==> src/rtl/srt_div_pkg.sv <==
// Shared types, constants and the IEEE special-case resolver for the FP32 radix-4 SRT divider.
//   state_e       : sequencer states (idle, core load, iterate, result hold)
//   fp32_class_e  : operand classes produced by fp32_classify
//   fp32_special  : maps the two operand classes and the result sign to a bypass result
package srt_div_pkg;

  typedef enum logic [1:0] {StIdle, StLoad, StIter, StDone} state_e;

  typedef enum logic [2:0] {ClsZero, ClsSubnorm, ClsNorm, ClsInf, ClsNan} fp32_class_e;

  localparam logic [31:0] FP32_QNAN    = 32'h7FC00000;
  localparam logic [7:0]  FP32_EXP_MAX = 8'hFF;
  localparam int unsigned SRT4_ITERS   = 13;

  typedef struct packed {
    logic        hit;
    logic [31:0] value;
  } special_t;

  // Branch order is the resolution priority; later branches rely on earlier ones being excluded.
  function automatic special_t fp32_special(input fp32_class_e a, input fp32_class_e b,
                                            input logic s);
    special_t r;
    r.hit   = 1'b1;
    r.value = FP32_QNAN;
    if (a == ClsNan || b == ClsNan) begin
      r.value = FP32_QNAN;
    end else if ((a == ClsZero && b == ClsZero) || (a == ClsInf && b == ClsInf)) begin
      r.value = FP32_QNAN;
    end else if (b == ClsZero || a == ClsInf) begin
      r.value = {s, FP32_EXP_MAX, 23'b0};
    end else if (a == ClsZero || b == ClsInf) begin
      r.value = {s, 31'b0};
    end else begin
      r.hit   = 1'b0;
      r.value = '0;
    end
    return r;
  endfunction

endpackage

==> src/rtl/fp32_classify.sv <==
// Combinational FP32 operand classifier.
//   op  : FP32 operand
//   cls : zero / subnormal / normal / infinity / NaN
module fp32_classify
  import srt_div_pkg::*;
(
  input  logic [31:0]  op,
  output fp32_class_e  cls
);

  logic [7:0]  exp_f;
  logic [22:0] man_f;

  assign exp_f = op[30:23];
  assign man_f = op[22:0];

  always_comb begin
    cls = ClsNorm;
    if (exp_f == 8'h00) begin
      cls = (man_f == 23'b0) ? ClsZero : ClsSubnorm;
    end else if (exp_f == FP32_EXP_MAX) begin
      cls = (man_f == 23'b0) ? ClsInf : ClsNan;
    end
  end

endmodule

==> src/rtl/srt_div_ctrl.sv <==
// Sequencer for the FP32 radix-4 SRT divider datapath.
//   in_valid/in_ready, dividend, divisor : operand handshake, accepted only in idle
//   flush                                : synchronous abort, returns to idle
//   core_load, core_en                   : core latch pulse and per-iteration enable
//   core_dividend, core_divisor          : registered operands to the core
//   core_quotient                        : post-processed core result
//   out_valid/out_ready, quotient        : result handshake, quotient held while valid
//   out_special                          : result bypassed the core
//   busy                                 : any state other than idle
// ITERS must be below 2**CNT_W so the counter never wraps inside an operation.
module srt_div_ctrl
  import srt_div_pkg::*;
#(
  parameter int unsigned ITERS = SRT4_ITERS,
  parameter int unsigned CNT_W = 4
) (
  input  logic        clk,
  input  logic        rst,
  input  logic        in_valid,
  output logic        in_ready,
  input  logic [31:0] dividend,
  input  logic [31:0] divisor,
  input  logic        flush,
  output logic        core_load,
  output logic        core_en,
  output logic [31:0] core_dividend,
  output logic [31:0] core_divisor,
  input  logic [31:0] core_quotient,
  output logic        out_valid,
  input  logic        out_ready,
  output logic [31:0] quotient,
  output logic        out_special,
  output logic        busy
);

  localparam logic [CNT_W-1:0] LastCnt = CNT_W'(ITERS - 1);

  state_e             state_q;
  logic [CNT_W-1:0]   cnt_q;
  logic               core_load_q, core_en_q, out_valid_q, out_special_q;
  logic [31:0]        quotient_q, dividend_q, divisor_q;

  fp32_class_e        a_cls, b_cls;
  special_t           spec;
  logic               accept;

  // Incoming operands are classified so the bypass decision lands on the acceptance edge.
  fp32_classify u_cls_a (
    .op  (dividend),
    .cls (a_cls)
  );

  fp32_classify u_cls_b (
    .op  (divisor),
    .cls (b_cls)
  );

  assign spec   = fp32_special(a_cls, b_cls, dividend[31] ^ divisor[31]);
  assign accept = in_valid && in_ready;

  always_ff @(posedge clk or negedge rst) begin
    if (!rst) begin
      state_q       <= StIdle;
      cnt_q         <= '0;
      core_load_q   <= 1'b0;
      core_en_q     <= 1'b0;
      out_valid_q   <= 1'b0;
      out_special_q <= 1'b0;
      quotient_q    <= '0;
      dividend_q    <= '0;
      divisor_q     <= '0;
    end else if (flush && state_q != StIdle) begin
      state_q     <= StIdle;
      cnt_q       <= '0;
      core_load_q <= 1'b0;
      core_en_q   <= 1'b0;
      out_valid_q <= 1'b0;
    end else begin
      unique case (state_q)
        StIdle: begin
          if (accept) begin
            dividend_q <= dividend;
            divisor_q  <= divisor;
            if (spec.hit) begin
              quotient_q    <= spec.value;
              out_special_q <= 1'b1;
              out_valid_q   <= 1'b1;
              state_q       <= StDone;
            end else begin
              out_special_q <= 1'b0;
              core_load_q   <= 1'b1;
              state_q       <= StLoad;
            end
          end
        end
        StLoad: begin
          core_load_q <= 1'b0;
          core_en_q   <= 1'b1;
          cnt_q       <= '0;
          state_q     <= StIter;
        end
        StIter: begin
          // core_en stays high through the cycle where the last iteration runs.
          if (cnt_q == LastCnt) begin
            core_en_q   <= 1'b0;
            quotient_q  <= core_quotient;
            out_valid_q <= 1'b1;
            state_q     <= StDone;
          end else begin
            cnt_q <= cnt_q + 1'b1;
          end
        end
        StDone: begin
          if (out_ready) begin
            out_valid_q <= 1'b0;
            state_q     <= StIdle;
          end
        end
        default: state_q <= StIdle;
      endcase
    end
  end

  // Flush in idle blocks acceptance in the same cycle.
  assign in_ready      = (state_q == StIdle) && !flush;
  assign busy          = (state_q != StIdle);
  assign core_load     = core_load_q;
  assign core_en       = core_en_q;
  assign out_valid     = out_valid_q;
  assign out_special   = out_special_q;
  assign quotient      = quotient_q;
  assign core_dividend = dividend_q;
  assign core_divisor  = divisor_q;

endmodule

==> config.mk <==
export PLATFORM = sky130hd
export DESIGN_NAME = srt_div_ctrl
export DESIGN_NICKNAME = d
export VERILOG_FILES = /design/src/rtl/srt_div_pkg.sv /design/src/rtl/fp32_classify.sv /design/src/rtl/srt_div_ctrl.sv
export SDC_FILE = /design/constraint.sdc
export NUM_CORES = 1
export LEC_CHECK = 0
export BUFFER_PORTS_ARGS = -buffer_cell sky130_fd_sc_hd__buf_4
export CORE_MARGIN = 2
export CORE_UTILIZATION = 51
export CTS_CLUSTER_SIZE = 20
export DETAILED_ROUTE_END_ITERATION = 8
export GPL_ROUTABILITY_DRIVEN = 0
export PLACE_DENSITY_LB_ADDON = 0.12
export SYNTH_ARGS = -nofsm -noshare
export SYNTH_HDL_FRONTEND = slang
export SYNTH_SLANG_ARGS = --single-unit
==> constraint.sdc <==
create_clock -name clk -period 3 [get_ports clk]
set_clock_uncertainty 0.1 [all_clocks]
set_input_delay 0.45 -clock clk [delete_from_list [all_inputs] [get_ports clk]]
set_output_delay 0.45 -clock clk [all_outputs]
set_load 0.005 [all_outputs]
# [After elaboration in Yosys (flattened, before gate mapping)]
# Cells that the tools add are included.
[word_totals] ff_bits=106 inputBits=101 out_inout_bits=102 word_cells=103
[op_classes] addsub=1 eq_ne=19 mux=43 bitwise_logic=2 reduce_logical=29
[ops] cell="$mux 32" n=7
[ops] cell="$pmux 32 s2" n=1
[ops] cell="$logic_not 23->1" n=2
[ops] cell="$mux 3" n=6
[ops] cell="$ne 3x3->1 const B" n=6
[ops] cell="$mux 1" n=17
[ops] cell="$eq 8x8->1 const B" n=2
[ops] cell="$logic_not 8->1" n=2
[ops] cell="$mux 2" n=5
[ops] cell="$reduce_and 5->1" n=2
[ops] cell="$reduce_and 3->1" n=3
[ops] cell="$mux 4" n=2
[ops] cell="$pmux 2 s4" n=1
[ops] cell="$pmux 4 s2" n=1
[ops] cell="$eq 3x2->1 const B" n=2
[ops] cell="$eq 3x3->1 const B" n=2
[ops] cell="$logic_not 3->1" n=2
[ops] cell="$ne 2x2->1 const B" n=3
[ops] cell="$reduce_bool 3->1" n=2
[ops] cell="$logic_and 1x1->1" n=5
[ops] cell="$add 4x1->4 const B" n=1
[ops] cell="$eq 2x2->1 const B" n=2
[ops] cell="$eq 4x4->1 const B" n=1
[ops] cell="$logic_or 1x1->1" n=4
[ops] cell="10 further kinds" n=13

# [Longest topological paths before layout]
# Gate-level depths: netlist (run 1).
[depth] word_depth=14 depth_mapped=9 mapped_depth_nobuf=8

# [By module]
# Synthesis (run 1) repeated with hierarchy kept, for this count alone.
[unflattened] cells_unflattened=393 area_unflattened_um2=4628.2
[by_module_without_submodules] module="srt_div_ctrl" n_inst=1 cells_per_inst=357 area_per_inst_um2=4398.0 seq_area_each_um2=2652.5
[by_module_without_submodules] module="fp32_classify" n_inst=2 cells_per_inst=18 area_per_inst_um2=115.1 seq_area_each_um2=0.0

# [Worst setup path after synthesis (run 1)]
# OpenSTA, ideal clock, no wires.
[synth_path] path_type="input -> register" startpoint="input port divisor[16]" endpoint="register core_load_q, in the netlist core_load" setup_ps=125 arrival_time_ps=1824 required_ps=2775 slack_ps=951 path_stages=6 n_path_buf=0 path_cell_list="nor4_2 -> nand4_2 -> o31ai_4 -> or3_4 -> o22ai_2 -> mux2_4"
[synth_via] elab_chain_cells=12 word_cells_on_any_way=20 cone_classes="3 x eq/ne; 8 x mux; 9 x reduce/logical"
[synth_lines] item="from (decl)" line_no="srt_div_ctrl.sv:22" rtl="input logic [31:0] divisor,"
[synth_lines] item="$logic_not 23->1 *" line_no="fp32_classify.sv:20, fp32_classify.sv:22"
[synth_lines] item="$mux 3" line_no="fp32_classify.sv:22" rtl="cls = (man_f == 23'b0) ? ClsInf : ClsNan;"
[synth_lines] item="$mux 3" line_no="fp32_classify.sv:21" rtl="end else if (exp_f == FP32_EXP_MAX) begin"
[synth_lines] item="$mux 3 *" line_no="fp32_classify.sv:19" rtl="if (exp_f == 8'h00) begin"
[synth_lines] item="$eq 3x2->1" line_no="srt_div_pkg.sv:28, srt_div_pkg.sv:32"
[synth_lines] item="$logic_or 1x1->1" line_no="srt_div_pkg.sv:32" rtl="end else if (a == ClsZero || b == ClsInf) begin"
[synth_lines] item="$mux 1" line_no="srt_div_pkg.sv:32"
[synth_lines] item="$mux 1" line_no="srt_div_pkg.sv:30" rtl="end else if (b == ClsZero || a == ClsInf) begin"
[synth_lines] item="$mux 1" line_no="srt_div_pkg.sv:28" rtl="end else if ((a == ClsZero && b == ClsZero) || (a == ClsInf && b == ClsInf)) begin"
[synth_lines] item="$mux 1 *" line_no="srt_div_pkg.sv:26" rtl="if (a == ClsNan || b == ClsNan) begin"
[synth_lines] item="$ne 3x3->1 (no line) *"
[synth_lines] item="$reduce_and 3->1 (no line) *"
[synth_lines] item="to (signal assigned)" line_no="srt_div_ctrl.sv:65" rtl="core_load_q <= 1'b0;"
[synth_lines] item="to (signal assigned)" line_no="srt_div_ctrl.sv:75" rtl="core_load_q <= 1'b0;"
[synth_lines] item="to (signal assigned)" line_no="srt_div_ctrl.sv:91" rtl="core_load_q <= 1'b1;"
[synth_lines] item="to (decl)" line_no="srt_div_ctrl.sv:40" rtl="logic core_load_q, core_en_q, out_valid_q, out_special_q;"
# Every way passes the cells marked *; elsewhere a longest branch is shown, timed or not.
# A chain may end at the register's enable or synchronous reset.

# [Final worst setup path (run 1)]
[layout_path] startpoint="register state_q[0]" endpoint="register divisor_q[11], in the netlist core_divisor[11]"
[layout_via] elab_chain_cells=4 word_cells_on_any_way=7 cone_classes="1 x bitwise; 6 x reduce/logical"
[layout_lines] item="from (decl)" line_no="srt_div_ctrl.sv:38" rtl="state_e state_q;"
[layout_lines] item="from (signal assigned)" line_no="srt_div_ctrl.sv:63" rtl="state_q <= StIdle;"
[layout_lines] item="from (signal assigned)" line_no="srt_div_ctrl.sv:73" rtl="state_q <= StIdle;"
[layout_lines] item="from (signal assigned)" line_no="srt_div_ctrl.sv:88" rtl="state_q <= StDone;"
[layout_lines] item="$logic_not 2->1 or $reduce_bool 2->1 (tied branches)" line_no="srt_div_ctrl.sv:79, srt_div_ctrl.sv:125, srt_div_ctrl.sv:72"
[layout_lines] item="$logic_and 1x1->1 (on tied branches)" line_no="srt_div_ctrl.sv:125, srt_div_ctrl.sv:72"
[layout_lines] item="$logic_and 1x1->1 or $not 1->1 (tied branches)"
[layout_lines] item="$reduce_and 3->1 (no line) *"
[layout_lines] item="to (signal assigned)" line_no="srt_div_ctrl.sv:83" rtl="divisor_q <= divisor;"
[layout_lines] item="to (decl)" line_no="srt_div_ctrl.sv:41" rtl="logic [31:0] quotient_q, dividend_q, divisor_q;"
# Marks and branches as above.

==> results of run 1 <==
power by group through the flow:
stage,combinational (mW),sequential [mW],clock (mW)
after floorplan,1.22,2.50,0
after global placement,2.59,2.45,0
after detailed placement,2.66,2.48,0
after CTS,2.67,2.46,0.970
after global routing,2.89,2.54,1.03
final,2.63,2.45,0.951
registers in the layout, indices dropped and copies added, names as in the netlist:
register and flops:
core_load 1, out_valid 1, cnt_q 4, state_q 2
core_dividend 32, core_divisor 32, out_special 1, quotient 32
core_en 1
routing by layer:
metal / track usage / wire length [µm] / vias to the layer above
met5: 0 / 0 / -
met4: 0.0748 / 217 / 0
met3: 0.0745 / 834 / 21
met2: 0.372 / 5430 / 127
met1: 0.287 / 4550 / 1771
li1: - / - / 1785
cell families (layout without fill, tap and decap cells):
kind of cell,after synthesis,after routing,synth area share
adder cells (fa/ha/maj),6,6,0.0160
XOR/XNOR,1,1,0.00186
flip-flops,106,106,0.564
buffers and inverters,28,231,0.0340
AO/OA/AOI/OAI,74,74,0.110
AND/OR/NAND/NOR,106,106,0.109
multiplexers,69,69,0.165
synthesized netlist by cell type (2+ instances only):
cell type / n
sky130_fd_sc_hd__a21oi_1: 16
sky130_fd_sc_hd__a22oi_1: 2
sky130_fd_sc_hd__buf_1: 2
sky130_fd_sc_hd__buf_2: 8
sky130_fd_sc_hd__buf_6: 6
sky130_fd_sc_hd__clkbuf_1: 5
sky130_fd_sc_hd__dfrtp_1: 106
sky130_fd_sc_hd__ha_1: 6
sky130_fd_sc_hd__inv_1: 7
sky130_fd_sc_hd__mux2_2: 66
sky130_fd_sc_hd__mux2i_1: 2
sky130_fd_sc_hd__nand2_1: 62
sky130_fd_sc_hd__nand3_1: 2
sky130_fd_sc_hd__nand4_1: 5
sky130_fd_sc_hd__nor2_1: 6
sky130_fd_sc_hd__nor2b_1: 3
sky130_fd_sc_hd__nor3_1: 7
sky130_fd_sc_hd__nor4_1: 11
sky130_fd_sc_hd__nor4_2: 3
sky130_fd_sc_hd__o21a_1: 2
sky130_fd_sc_hd__o21ai_0: 4
sky130_fd_sc_hd__o21ai_1: 22
sky130_fd_sc_hd__o21ai_2: 9
sky130_fd_sc_hd__o22ai_1: 2
sky130_fd_sc_hd__or2_2: 3
stage by stage:
stage | setup slack (ns) | area, µm²
after floorplan | 0.951 | 4700
after global placement | 0.622 | 6300
after detailed placement | 0.502 | 6300
after CTS | 0.627 | 6520
after global routing | 0.386 | 6520
final | 0.624 | 6520
placed cells by master (no fill, tap or decap), drive strengths merged, types with 2 or more instances in the layout:
| cell type | n |
|---|---|
| buf | 208 |
| dfrtp | 106 |
| mux2 | 67 |
| nand2 | 62 |
| o21ai | 35 |
| a21oi | 16 |
| nor4 | 14 |
| clkbuf | 11 |
| inv | 10 |
| nor3 | 7 |
| nor2 | 6 |
| ha | 6 |
| nand4 | 6 |
| or2 | 3 |
| nor2b | 3 |
| o22ai | 3 |
| nand3 | 2 |
| o21a | 2 |
| mux2i | 2 |
| a22oi | 2 |
| o31ai | 2 |
| o211ai | 2 |
| a211o | 2 |
worst max-delay path: stages (launching register included):
cell and delay (ns):
sky130_fd_sc_hd__dfrtp_1 0.45, sky130_fd_sc_hd__inv_1 0.11, sky130_fd_sc_hd__ha_1 0.35, sky130_fd_sc_hd__nand3b_1 0.26
sky130_fd_sc_hd__buf_4 0.54, sky130_fd_sc_hd__mux2_2 0.40
layout make-up:
class	count	area (µm²)
sequential	106	2650
clock buffer	11	151
timing repair buffer	208	1590
fill	678	2590
tap	111	139
inverter	7	26.3
clock inverter	5	67.6
multi-input combinational	256	1890
how the worst max path moves through the flow:
stage,start,end,slack (ns),cells past startpoint
finish,state_q[0],core_divisor[11],0.62,5
global route,state_q[0],out_valid,0.39,8
CTS,state_q[0],core_dividend[27],0.63,5
detailed placement,dividend[16],quotient[22],0.50,7
global placement,dividend[16],quotient[22],0.62,7
floorplan,divisor[16],core_load,0.95,6
==> results_dict.tcl, run 1 <==
set metrics [dict create \
    synth_cell_type_count 48 \
    wirelength_mm 11.0 \
    critical_path_class "reg -> reg" \
    die_outline_height_um 100 \
    die_width_um 100 \
    fmax_mhz 421 \
    maximum_number_of_pins_on_one_net_before_global_route_repair 107 \
    synthesis.instances 390 \
    num_antenna_cells 0 \
    postSynthRegisterBits 106 \
    synth_fp_nets 497 \
    instances_no_fill 704 \
    power.switching_fraction 0.325 \
    timing.reg2reg.setup_slack_ns 0.62 \
    boundaryPins 203 \
    dr_total_vias 3704 \
    synthToLayoutAreaGrowth_pct 38.5 \
    report.final.setup_viol 0 \
    synth-main-ff-cell "sky130_fd_sc_hd__dfrtp_1" \
    viasPerCell 5.26 \
    synth_edf_count 0 \
    postRouteAntennaNets 0 \
    power.share.clock 0.158 \
    timing.critical_path.from_type "flip-flop" \
    share_comb_of_total_power 0.436 \
    p_int_mw 4.07 \
    clk_buf_depth 2 \
    hpwlAfterDp_mm 8.32 \
    synthesis.area_per_instance_um2 12.1 \
    worstHoldPathType "in -> async" \
    total_number_of_yosys_warnings 0 \
    synth_top_area_share 0.564 \
    seq_power_share 0.407 \
    core_area_mm2 0.00911 \
    routedWlPerCell_um 15.7 \
    worstPathMaxFanout 49 \
    path_clk_slew_ns 0.11 \
    final_nets 695 \
    cts_inserted_buffers 9 \
    critical_path.reg2reg.endpoint "core_divisor[11]" \
    post-layout-total-power_mw 6.03 \
    power_density_mw_per_mm2 925 \
    finalWorstPathRequiredPeriod_ns 2.38 \
    peakVddDrop_mv 0.540 \
    cp-end-kind "flip-flop" \
    hold_violation_count_in_the_final_report 0 \
    initialDrtViolationCount 105 \
    standard_cell_row_count 35 \
    final_layout_size_suffix_gt1_frac 0.531 \
    start_util 0.516 \
    htree_num_levels 3 \
    sum_neg_setup_slack_ns 0 \
    design.die.area_mm2 0.0100 \
    drt_pass1_iterations 4 \
    postLayoutCoreUtil 0.715 \
    grt_setup_unrepaired "false" \
    slew_viol_final 0 \
    syn-cell-area_mm2 0.00470 \
    async_flop_share 1.00 \
    clk_latency_ns 0.36 \
    top_cells_by_area_in_the_synthesized_netlist "sky130_fd_sc_hd__dfrtp_1 56%, sky130_fd_sc_hd__mux2_2 16%, sky130_fd_sc_hd__nand2_1 4.9%" \
    post-synth-top-area-cell "sky130_fd_sc_hd__dfrtp_1" \
    worst_slew_margin_rel 0.592 \
    first_global_vias 3735 \
    globalRouteTotalUtil 0.227 \
    crit_required_ns 3.15 \
    cap_viol_max_count 0 \
    postCtsResizedCells 0 \
    cts_tree "done" \
    cts_hold_buf 0 \
    layout_worst_path_cycle_share 0.792 \
    leakagePower_nw 3.10 \
    clock-root-buffer "sky130_fd_sc_hd__clkbuf_8" \
    grt_overflow_total 0 \
    power.switching_mw 1.96 \
    portBuffers 202 \
    critPathArrivalTime_ns 2.52 \
    final.hold.worst_slack_ns 0.0142 \
    tightestPinTransition_ns 0.612 \
    place_inst 688 \
    grt_antenna_before_repair 0 \
    synth_sequential_area_ratio 0.564 \
    status "completed" \
    grt_first_pass_wirelength_mm 18.0 \
    worst_r2r_startpoint "state_q[0]" \
    r2r.worst_path.cells 5 \
    postCtsSetupBuffers 0 \
    drc 0 \
    cts_sinks 106 \
]
Note: power is estimated with default switching activity, not from simulation.
==> run 2, diff against run 1 <==
CORE_UTILIZATION = 48   (was 51)
clock period = 2.2 ns   (was 3 ns; I/O delays follow)
==> results_dict.tcl, run 2 (synthesized netlist as in run 1, its figures left out) <==
set metrics [dict create \
    initialDrtViolationCount 91 \
    report.final.setup_viol 0 \
    critical_path.reg2reg.endpoint "core_load" \
    clk_buf_depth 2 \
    viasPerCell 5.10 \
    cts_tree "done" \
    hold_violation_count_in_the_final_report 0 \
    share_comb_of_total_power 0.457 \
    slew_viol_final 0 \
    min_from "divisor[6]" \
    hpwlAfterDp_mm 8.70 \
    grt_setup_unrepaired "false" \
    status "completed" \
    cts_inserted_buffers 9 \
    wirelength_mm 11.5 \
    crit_required_ns 1.77 \
    cpMaxStageDelayCell "sky130_fd_sc_hd__dfrtp_1" \
    power.switching_fraction 0.329 \
    cp_cell_sequence "inv_1, ha_4, buf_4, inv_1, nor2_1, buf_4" \
    cap_viol_max_count 0 \
    grt_first_pass_wirelength_mm 17.6 \
    hold-path-cell-count 2 \
    worstPathMaxFanout 7 \
    first_global_vias 3709 \
    dr_total_vias 3771 \
    fmax_mhz 484 \
    commonest_cells_after_routing_fill_and_taps_aside "217 x sky130_fd_sc_hd__buf_4, 106 x sky130_fd_sc_hd__dfrtp_1, 66 x sky130_fd_sc_hd__mux2_2" \
    worst_slew_margin_rel 0.649 \
    num_antenna_cells 0 \
    p_int_mw 5.45 \
    hold-path-endpoint "core_divisor[6]" \
    layout_worst_path_cycle_share 0.939 \
    die_width_um 103 \
    cpPeakStageDelay_ns 0.45 \
    peakVddDrop_mv 0.657 \
    critical_path.top_delay_family "buffers and inverters" \
    r2r.worst_path.cells 7 \
    globalRouteTotalUtil 0.214 \
    standard_cell_row_count 36 \
    design.die.area_mm2 0.0106 \
    fillCellCount 770 \
    cell_depth_of_the_worst_setup_path 6 \
    post-layout-total-power_mw 8.11 \
    drt_pass1_iterations 4 \
    start_util 0.488 \
    maximum_number_of_pins_on_one_net_before_global_route_repair 57 \
    timing.critical_path.from_type "flip-flop" \
    final_nets 709 \
    power_density_mw_per_mm2 1220 \
    core_area_mm2 0.00964 \
    path_clk_slew_ns 0.10 \
    critical_path_class "reg -> out" \
    leakagePower_nw 3.15 \
    mostFrequentLayoutCell "sky130_fd_sc_hd__buf_4" \
    postRouteAntennaNets 0 \
    power.switching_mw 2.67 \
    sum_neg_setup_slack_ns 0 \
    power.share.clock 0.131 \
    drc 0 \
    buffering_stage_count_on_the_worst_path_with_inverters_included 4 \
    cts_sinks 106 \
    synthToLayoutAreaGrowth_pct 40.9 \
    htree_num_levels 3 \
    final_layout_size_suffix_gt1_frac 0.540 \
    boundaryPins 203 \
    clock-root-buffer "sky130_fd_sc_hd__clkbuf_8" \
    cp-end-kind "output port" \
    final.hold.worst_slack_ns 0.101 \
    grt_antenna_before_repair 0 \
    critPathArrivalTime_ns 1.64 \
    timing.reg2reg.setup_slack_ns 0.18 \
    worstHoldPathType "in -> reg" \
    die_outline_height_um 103 \
    tightestPinTransition_ns 0.527 \
    worst_r2r_startpoint "state_q[0]" \
    grt_overflow_total 0 \
    seq_power_share 0.412 \
    finalWorstPathRequiredPeriod_ns 2.07 \
    clk_latency_ns 0.36 \
    routedWlPerCell_um 15.6 \
    portBuffers 202 \
]
-- run 2: cell count changes in the layout (fill, tap and decap cells not counted), moves of 2 or more --
cell	change
sky130_fd_sc_hd__clkbuf_1	+2
sky130_fd_sc_hd__clkinv_2	+3
sky130_fd_sc_hd__clkbuf_8	-2
sky130_fd_sc_hd__buf_4	+11
sky130_fd_sc_hd__inv_6	-2
-- run 2: what timing repair did --
action / 4_1_cts / 5_1_grt
pin swaps: 0 / 1
hold buffers: 1 / 0
setup endpoints to repair: 1 / 3
endpoints found under the hold margin: 35 / 0
resized for setup: 1 / 3
setup buffers: 0 / 2
-- run 2: through the flow --
stage,instance area [µm²],utilization,instances,worst slack [ns]
2_1_floorplan,4700,-,390,0.214
3_3_place_gp,6420,0.666,721,-0.104
3_5_place_dp,6420,0.666,721,-0.109
4_1_cts,6590,0.684,738,0.0716
5_1_grt,6630,0.688,740,0.0464
6_report,6630,0.688,740,0.135
-- run 2: routing by layer --
layer | wire length [µm] | global-route usage | part of all wire | up-vias
met4 | 152 | 0.0749 | 0.013 | 0
met3 | 842 | 0.0542 | 0.073 | 12
met2 | 5800 | 0.364 | 0.50 | 131
met1 | 4710 | 0.265 | 0.41 | 1819
met5 | 0 | 0 | 0 | -
li1 | - | - | - | 1809
-- run 2: worst max path at each step --
| stage | startpoint | to | slack, ns |
|---|---|---|---|
| final | state_q[0] | in_ready | 0.13 |
| after global routing | dividend[1] | quotient[30] | 0.05 |
| after CTS | state_q[1] | in_ready | 0.07 |
| after detailed placement | dividend[10] | quotient[21] | -0.11 |
| after global placement | dividend[10] | quotient[31] | -0.10 |
| after floorplan | state_q[0] | core_dividend[10] | 0.21 |
-- run 2: worst reg2reg max path, cell delays in order, from the launching register on --
cell	delay [ns]
sky130_fd_sc_hd__dfrtp_1	0.45
sky130_fd_sc_hd__inv_1	0.16
sky130_fd_sc_hd__ha_4	0.20
sky130_fd_sc_hd__nand3b_1	0.16
sky130_fd_sc_hd__buf_4	0.17
sky130_fd_sc_hd__buf_4	0.18
sky130_fd_sc_hd__o22ai_2	0.19
sky130_fd_sc_hd__mux2_4	0.31
-- run 2: final cells by class --
type / count / area (µm²) / area share
Multi-Input combinational cell: 256 / 1910 / 0.288
Sequential cell: 106 / 2650 / 0.400
Inverter: 7 / 26.3 / 0.00396
Clock inverter: 5 / 31.3 / 0.00472
Timing Repair Buffer: 222 / 1710 / 0.258
Clock buffer: 11 / 131 / 0.0198
Tap cell: 133 / 166 / 0.0251
-- run 2: power by group through the flow --
stage | clock network [mW] | logic [mW] | registers (mW)
2_1_floorplan | 0 | 1.67 | 3.40
3_3_place_gp | 0 | 3.61 | 3.34
3_5_place_dp | 0 | 3.70 | 3.38
4_1_cts | 1.10 | 3.72 | 3.35
5_1_grt | 1.16 | 4.09 | 3.46
6_report | 1.06 | 3.71 | 3.34
